**src/rtl/sync_cnt_pkg.sv**
```systemverilog
// Shared types and width helpers for prog_sync_counter and its prescaler.
package sync_cnt_pkg;

  typedef enum logic {
    CNT_DN = 1'b0,
    CNT_UP = 1'b1
  } cnt_dir_e;

  function automatic int unsigned clog2(input int unsigned value);
    int unsigned r;
    r = 32'd0;
    for (int i = 0; i < 32; i++) begin
      if ((32'd1 << i) < value) begin
        r = unsigned'(i) + 32'd1;
      end else begin
        r = r;
      end
    end
    return r;
  endfunction

  // A prescaler of 1 still needs one register bit to exist.
  function automatic int unsigned pre_width(input int unsigned prescale);
    int unsigned w;
    w = clog2(prescale);
    return (w < 32'd1) ? 32'd1 : w;
  endfunction

  localparam int unsigned DEFAULT_PRESCALE = 32'd1000;
  localparam int unsigned PRE_W            = pre_width(DEFAULT_PRESCALE);

endpackage

```
**src/rtl/prog_sync_counter_tick_prescaler.sv**
```systemverilog
// tick_prescaler: divides clk while en is high and strobes tick on the last
// prescale cycle; the count freezes while en is low.
module tick_prescaler
  import sync_cnt_pkg::*;
#(
  parameter int unsigned PRESCALE = 32'd1000
) (
  input  logic clk,
  input  logic rst,
  input  logic clr,
  input  logic en,
  output logic tick
);

  localparam int unsigned           PRE_BITS = pre_width(PRESCALE);
  localparam logic [PRE_BITS-1:0]   PRE_LAST = PRE_BITS'(PRESCALE - 32'd1);

  logic [PRE_BITS-1:0] pre_r;
  logic [PRE_BITS-1:0] pre_nxt_s;
  logic                tick_s;

  // Tick decode and prescaler next value; clear/load restart the period.
  always_comb begin
    tick_s    = en & (pre_r == PRE_LAST);
    pre_nxt_s = pre_r;
    if (clr) begin
      pre_nxt_s = {PRE_BITS{1'b0}};
    end else if (tick_s) begin
      pre_nxt_s = {PRE_BITS{1'b0}};
    end else if (en) begin
      pre_nxt_s = pre_r + {{(PRE_BITS-1){1'b0}}, 1'b1};
    end else begin
      pre_nxt_s = pre_r;
    end
  end

  // Prescaler state register.
  always_ff @(posedge clk or posedge rst) begin
    if (rst) begin
      pre_r <= {PRE_BITS{1'b0}};
    end else begin
      pre_r <= pre_nxt_s;
    end
  end

  assign tick = tick_s;

endmodule

```
**src/rtl/prog_sync_counter.sv**
```systemverilog
// prog_sync_counter: parametrised 74163-style cascadable counter with prescaler.
// Define SYNC_CNT_UPDOWN_EN to add the up_dn port and down counting.
module prog_sync_counter
  import sync_cnt_pkg::*;
#(
  parameter int unsigned WIDTH    = 32'd4,
  parameter int unsigned MODULUS  = 32'd16,
  parameter int unsigned PRESCALE = 32'd1000
) (
  input  logic             clk,
  input  logic             rst,
  input  logic             clear_n,
  input  logic             load_n,
  input  logic             ep,
  input  logic             et,
  input  logic [WIDTH-1:0] i_preset,
`ifdef SYNC_CNT_UPDOWN_EN
  input  logic             up_dn,
`endif
  output logic [WIDTH-1:0] o_q,
  output logic             o_tick,
  output logic             o_rco
);

  localparam int unsigned        WP1     = WIDTH + 32'd1;
  localparam logic [WIDTH-1:0]   TERM_UP = WIDTH'(MODULUS - 32'd1);
  localparam logic [WIDTH:0]     MOD_EXT = WP1'(MODULUS);

  logic             en_s;
  logic             clr_s;
  logic             step_s;
  logic             ge_mod_s;
  cnt_dir_e         dir_s;
  logic [WIDTH-1:0] q_r;
  logic [WIDTH-1:0] q_nxt_s;
  logic [WIDTH-1:0] step_val_s;
  logic [WIDTH-1:0] term_s;

  assign en_s  = ep & et;
  assign clr_s = ~clear_n | ~load_n;

  tick_prescaler #(
    .PRESCALE (PRESCALE)
  ) u_pre (
    .clk  (clk),
    .rst  (rst),
    .clr  (clr_s),
    .en   (en_s),
    .tick (step_s)
  );

  // Count direction source.
  always_comb begin
`ifdef SYNC_CNT_UPDOWN_EN
    if (up_dn) begin
      dir_s = CNT_UP;
    end else begin
      dir_s = CNT_DN;
    end
`else
    dir_s = CNT_UP;
`endif
  end

  // Step value with wrap; out-of-range loaded values re-enter at the wrap point.
  always_comb begin
    ge_mod_s   = ({1'b0, q_r} >= MOD_EXT);
    step_val_s = q_r;
    term_s     = TERM_UP;
    case (dir_s)
      CNT_UP: begin
        term_s = TERM_UP;
        if ((q_r == TERM_UP) || ge_mod_s) begin
          step_val_s = {WIDTH{1'b0}};
        end else begin
          step_val_s = q_r + {{(WIDTH-1){1'b0}}, 1'b1};
        end
      end
      CNT_DN: begin
        term_s = {WIDTH{1'b0}};
        if ((q_r == {WIDTH{1'b0}}) || ge_mod_s) begin
          step_val_s = TERM_UP;
        end else begin
          step_val_s = q_r - {{(WIDTH-1){1'b0}}, 1'b1};
        end
      end
      default: begin
        term_s     = TERM_UP;
        step_val_s = {WIDTH{1'b0}};
      end
    endcase
  end

  // Next count: clear beats load beats step beats hold.
  always_comb begin
    q_nxt_s = q_r;
    if (!clear_n) begin
      q_nxt_s = {WIDTH{1'b0}};
    end else if (!load_n) begin
      q_nxt_s = i_preset;
    end else if (step_s) begin
      q_nxt_s = step_val_s;
    end else begin
      q_nxt_s = q_r;
    end
  end

  // Count register.
  always_ff @(posedge clk or posedge rst) begin
    if (rst) begin
      q_r <= {WIDTH{1'b0}};
    end else begin
      q_r <= q_nxt_s;
    end
  end

  assign o_q    = q_r;
  assign o_tick = step_s;
  assign o_rco  = et & (q_r == term_s);

endmodule

```
**config.mk**
```make
export PLATFORM = sky130hd
export DESIGN_NAME = prog_sync_counter
export DESIGN_NICKNAME = d
export VERILOG_FILES = /design/src/rtl/sync_cnt_pkg.sv /design/src/rtl/prog_sync_counter_tick_prescaler.sv /design/src/rtl/prog_sync_counter.sv
export SDC_FILE = /design/constraint.sdc
export NUM_CORES = 1
export LEC_CHECK = 0
export CAP_MARGIN = 10
export CORE_ASPECT_RATIO = 0.75
export CORE_UTILIZATION = 45
export CTS_CLUSTER_DIAMETER = 200
export DETAILED_ROUTE_END_ITERATION = 12
export GPL_TIMING_DRIVEN = 1
export PLACE_DENSITY_LB_ADDON = 0.25
export SYNTH_ARGS = -nofsm -noshare
export SYNTH_HDL_FRONTEND = slang
export SYNTH_SLANG_ARGS = --single-unit
```
**constraint.sdc**
```tcl
create_clock -name clk -period 1.55 [get_ports clk]
set_input_delay 0.31 -clock clk [delete_from_list [all_inputs] [get_ports clk]]
set_output_delay 0.31 -clock clk [all_outputs]
set_load 0.01 [all_outputs]
```
Word level (Yosys, flattened, before mapping)
Index checks and enable logic that the tools add are counted.
Storage, ports and cells
  register bits: 14
  output and inout port bits: 6
Cells by class
  $add $sub $neg: 2
  equality and inequality tests: 3
  multiplexer cells: 7
  bitwise operators: 6
  reductions and logical operators: 1
Operator list (count)
  10-bit 2-to-1 mux: 3
  4-bit 2-to-1 mux: 4
  10-bit by 1-bit adder with 10-bit output, second input constant: 1
  10-bit equality test, second input constant: 1
  4-bit by 1-bit adder with 4-bit output, second input constant: 1
  4-bit equality test, second input constant: 1
  1-bit AND: 3
  3-bit by 2-bit inequality test with 1-bit output, second input constant: 1
  3-bit nonzero test: 1
  1-bit inverter: 2
  1-bit OR: 1

Longest topological paths before layout
  word-level depth: 5
  depth in mapped cells: 6
  gate-level depth less buffers: 5

Modules after synthesis
Synthesis repeated with hierarchy kept, for this count alone.
Unflattened totals
  cells, all modules: 88
  area, all modules: 804.5 µm²
By module, submodules not included
  tick_prescaler: instances 1, cells an instance 60, area an instance 561.8 µm², sequential area each 250.2 µm²
  prog_sync_counter: instances 1, cells an instance 28, area an instance 242.7 µm², sequential area each 100.1 µm²

Worst setup path after synthesis
Ideal clock, no wire load.
  kind: reg2reg
  start point: register u_pre.pre_r[3]
  end point: register u_pre.pre_r[0]
  library setup time: 0.132 ns
  arrival time: 1.584 ns
  required time: 1.418 ns
  slack: -0.167 ns
  stages on the path, launching flop included: 6
  clock period less this slack: 1.717 ns
  cells stage by stage: dfrtp_1 or3b_4 nor4_4 nand2b_1 buf_6 o31ai_1
Between the ends
  longest elaborated chain between the ends: 4
RTL lines
  start: declaration: RTL line prog_sync_counter_tick_prescaler.sv:18  | logic [PRE_BITS-1:0] pre_r;
  start signal: assignment: RTL line prog_sync_counter_tick_prescaler.sv:40  | pre_r <= {PRE_BITS{1'b0}};
  start signal: assignment: RTL line prog_sync_counter_tick_prescaler.sv:42  | pre_r <= pre_nxt_s;
  10-bit equality test *: RTL line prog_sync_counter_tick_prescaler.sv:24  | tick_s = en & (pre_r == PRE_LAST);
  1-bit AND *: RTL line prog_sync_counter_tick_prescaler.sv:24
  named net o_tick: RTL line prog_sync_counter.sv:21  | output logic o_tick,
  10-bit 2-to-1 mux: RTL line prog_sync_counter_tick_prescaler.sv:28  | end else if (tick_s) begin
  10-bit 2-to-1 mux: RTL line prog_sync_counter_tick_prescaler.sv:26  | if (clr) begin
The timed path passes the listed nets; every way through them passes the cells marked *.
A chain may end at the register's enable or synchronous reset.

Worst setup path after layout
  start point: register u_pre.pre_r[0]
  end point: output port o_tick
Between the ends
  longest elaborated chain between the ends: 2
RTL lines (RTL line)
  10-bit equality test: prog_sync_counter_tick_prescaler.sv:24
  1-bit AND: prog_sync_counter_tick_prescaler.sv:24
  end: declaration: prog_sync_counter.sv:21
No other way between the ends.

==> out/qor.yml <==
status: "finished, violations left"
violations: "setup timing"
area_growth_pct: 68.7
worstPathArrival_ns: 1.52
endpoint_kind: "output port"
die_h_um: 40.0
synthCells: 92
synth_seq_cells: 14
pwr_density_cell_mw_per_mm2: 554
total_leakage_power_nw: 0.667
drc: 0
grt_max_degree: 15
period_share_pct: 118
h-tree-depth: 1
final_cell_count_no_fill: 167
r2r_start: "u_pre.pre_r[3]$_DFFE_PP0P_"
dp_cells: 154
drive_above_1_share_pct: 43.4
clk_latency_ns: 0.29
grt_pass1_wl_um: 4520
maxSlewViolCount: 0
row_count: 13
skew_ns: 0.00538
path_clk_slew_ns: 0.09
cp_cell_sequence: "ha_2, nand4_1, nor4_4, buf_2"
wl_per_cell_um: 19.1
nets: 158
core_area_mm2: 0.00177
routed_via_density: 5.98
gp_congestion: 0.872
globalRouteTotalUtil_pct: 31.1
rsz0062_at_grt: "yes"
synth.net_count: 104
port_buffers: 15
vias: 999
setup_tns_ns: -0.729
cts_tree: "done"
first_global_vias: 888
syn_area_um2: 865
start_util_pct: 48.8
cts_buffers: 3
setup_viol: 13
hpwl_um: 1870
dieArea_mm2: 0.00210
drt_first_pass_iters: 4
r2r-end: "o_q[2]$_DFFE_PP0P_"
tightest_slew_ns: 0.304
num_io_pins: 16
drt_iter0_markers: 50
grt_overflow_total: 0
synth_warnings: 0
crit_slowest_cell: "dfrtp_1"
hold_path_class: "in -> async"
syn_avg_cell_area_um2: 9.40
crit_fanout: 2
ys_types: 32
finalHoldViolCount: 0
ir_drop_mv: 0.483
final_common_cell: "buf_4"
drv_cap: 0
slew_headroom_pct: 79.7
finalPower_mw: 0.808
rrSetupSlack_ns: -0.15
place_ws_ns: -0.552
fmax_mhz: 546
start_kind: "register"
path_class: "reg -> out"
antenna_cells: 0
slowest_delay_ns: 0.36
ctsLongestPathBuffers: 2
clockRootBuffer: "clkbuf_4"
detail-route-antenna-nets: 0
grt_antenna_before_repair: 0
crit_path_start: "u_pre.pre_r[0]$_DFFE_PP0P_"
yosysSeqAreaShare_pct: 40.5
chipWidth_um: 52.6
cts_sinks: 14
final_cell_mix: "34 x buf_4, 14 x dfrtp_1, 8 x xnor2_1"
ff2ff_path_depth: 5
worst_slack_ns: -0.282
crit_required_ns: 1.24
period_needed_ns: 1.83
routed_wl_um: 3180
==> layer usage <==
layer	track usage, %	share of wire, %
met2	51.6	47
met1	40.8	41
met4	11.2	3.7
met5	0	0
met3	6.44	7.7
==> worst max-delay path, delay by kind of cell, from the launching register on <==
kind          cells  cell delay [ns]
buf+inv           1             0.19
flops             1             0.36
fa+ha+maj         1             0.20
simple gates      2             0.49
==> cells by family after synthesis <==
family / after synthesis / share of synthesized area, %
xor gates and xnor gates: 9 / 9.12
adders and majority gates: 2 / 2.89
DFF: 14 / 40.5
and+or+nand+nor: 37 / 24.3
buffers and inverters: 8 / 4.63
muxes: 2 / 2.32
AOI/OAI and AO/OA: 20 / 16.2
==> power by group <==
group | switching [mW] | internal [mW] | total (mW)
clock | 0.128 | 0.143 | 0.271
combinational | 0.0780 | 0.0812 | 0.159
sequential | 0.00596 | 0.372 | 0.378
==> state kept, by name, summed over array words and instances, names as in the netlist <==
| register | count |
|---|---|
| u_pre.pre_r | 10 |
| o_q | 4 |
==> what timing repair did <==
item / 4_1_cts / 5_1_grt
pin swaps: 4 / 11
buffers inserted: 5 / 4
hold buffers: 0 / 0
endpoints found under the setup margin: 16 / 16
gates resized for setup: 23 / 18
gates cloned: 0 / 1
==> cells in the mapped netlist <==
cell       count  area, um2
dfrtp_1       14        350
nor2_1         8       30.0
xnor2_1        8       70.1
nand3_1        7       35.0
nand2_1        6       22.5
nand4_1        5       31.3
a211oi_1       4       30.0
inv_1          4       15.0
o21ai_0        4       20.0
a21oi_1        3       15.0
a21boi_0       2       15.0
and2_1         2       12.5
buf_2          2       10.0
ha_1           2       25.0
mux2i_1        2       20.0
nand2b_1       2       12.5
nor4_1         2       12.5
a2111oi_0      1       8.76
a2111oi_2      1       15.0
a21o_1         1       7.51
a31oi_1        1       6.26
buf_6          1       11.3
clkbuf_1       1       3.75
nand3b_1       1       7.51
nand4b_1       1       8.76
nor3_1         1       5.00
nor4_4         1       21.3
o21ai_2        1       8.76
o22ai_1        1       6.26
o31ai_1        1       7.51
or3b_4         1       11.3
xor2_1         1       8.76
==> stage by stage <==
stage	hold slack, ns	area [um2]	utilization, %
final	0.344	1460	82.3
after global routing	0.339	1460	82.3
after CTS	0.350	1350	75.9
after detailed placement	0.575	1250	70.5
after global placement	0.576	1250	70.5
after floorplan	0.199	867	-
==> worst max path at each step <==
stage / slack (ns) / to / cells past startpoint
2_1_floorplan: -0.05 / u_pre.pre_r[0]$_DFFE_PP0P_ / 6
3_3_place_gp: -0.51 / o_tick / 4
3_5_place_dp: -0.55 / o_tick / 4
4_1_cts: -0.21 / o_tick / 4
5_1_grt: -0.36 / o_tick / 4
6_report: -0.28 / o_tick / 4
==> final cells by class <==
cell class | instances | area (um2)
tap | 22 | 27.5
inverter | 4 | 15.0
sequential | 14 | 350
clock buffer | 4 | 36.3
timing repair buffer | 52 | 433
multi-input combinational | 71 | 597
fill | 101 | 314
Note: power is estimated with default switching activity, not from simulation.
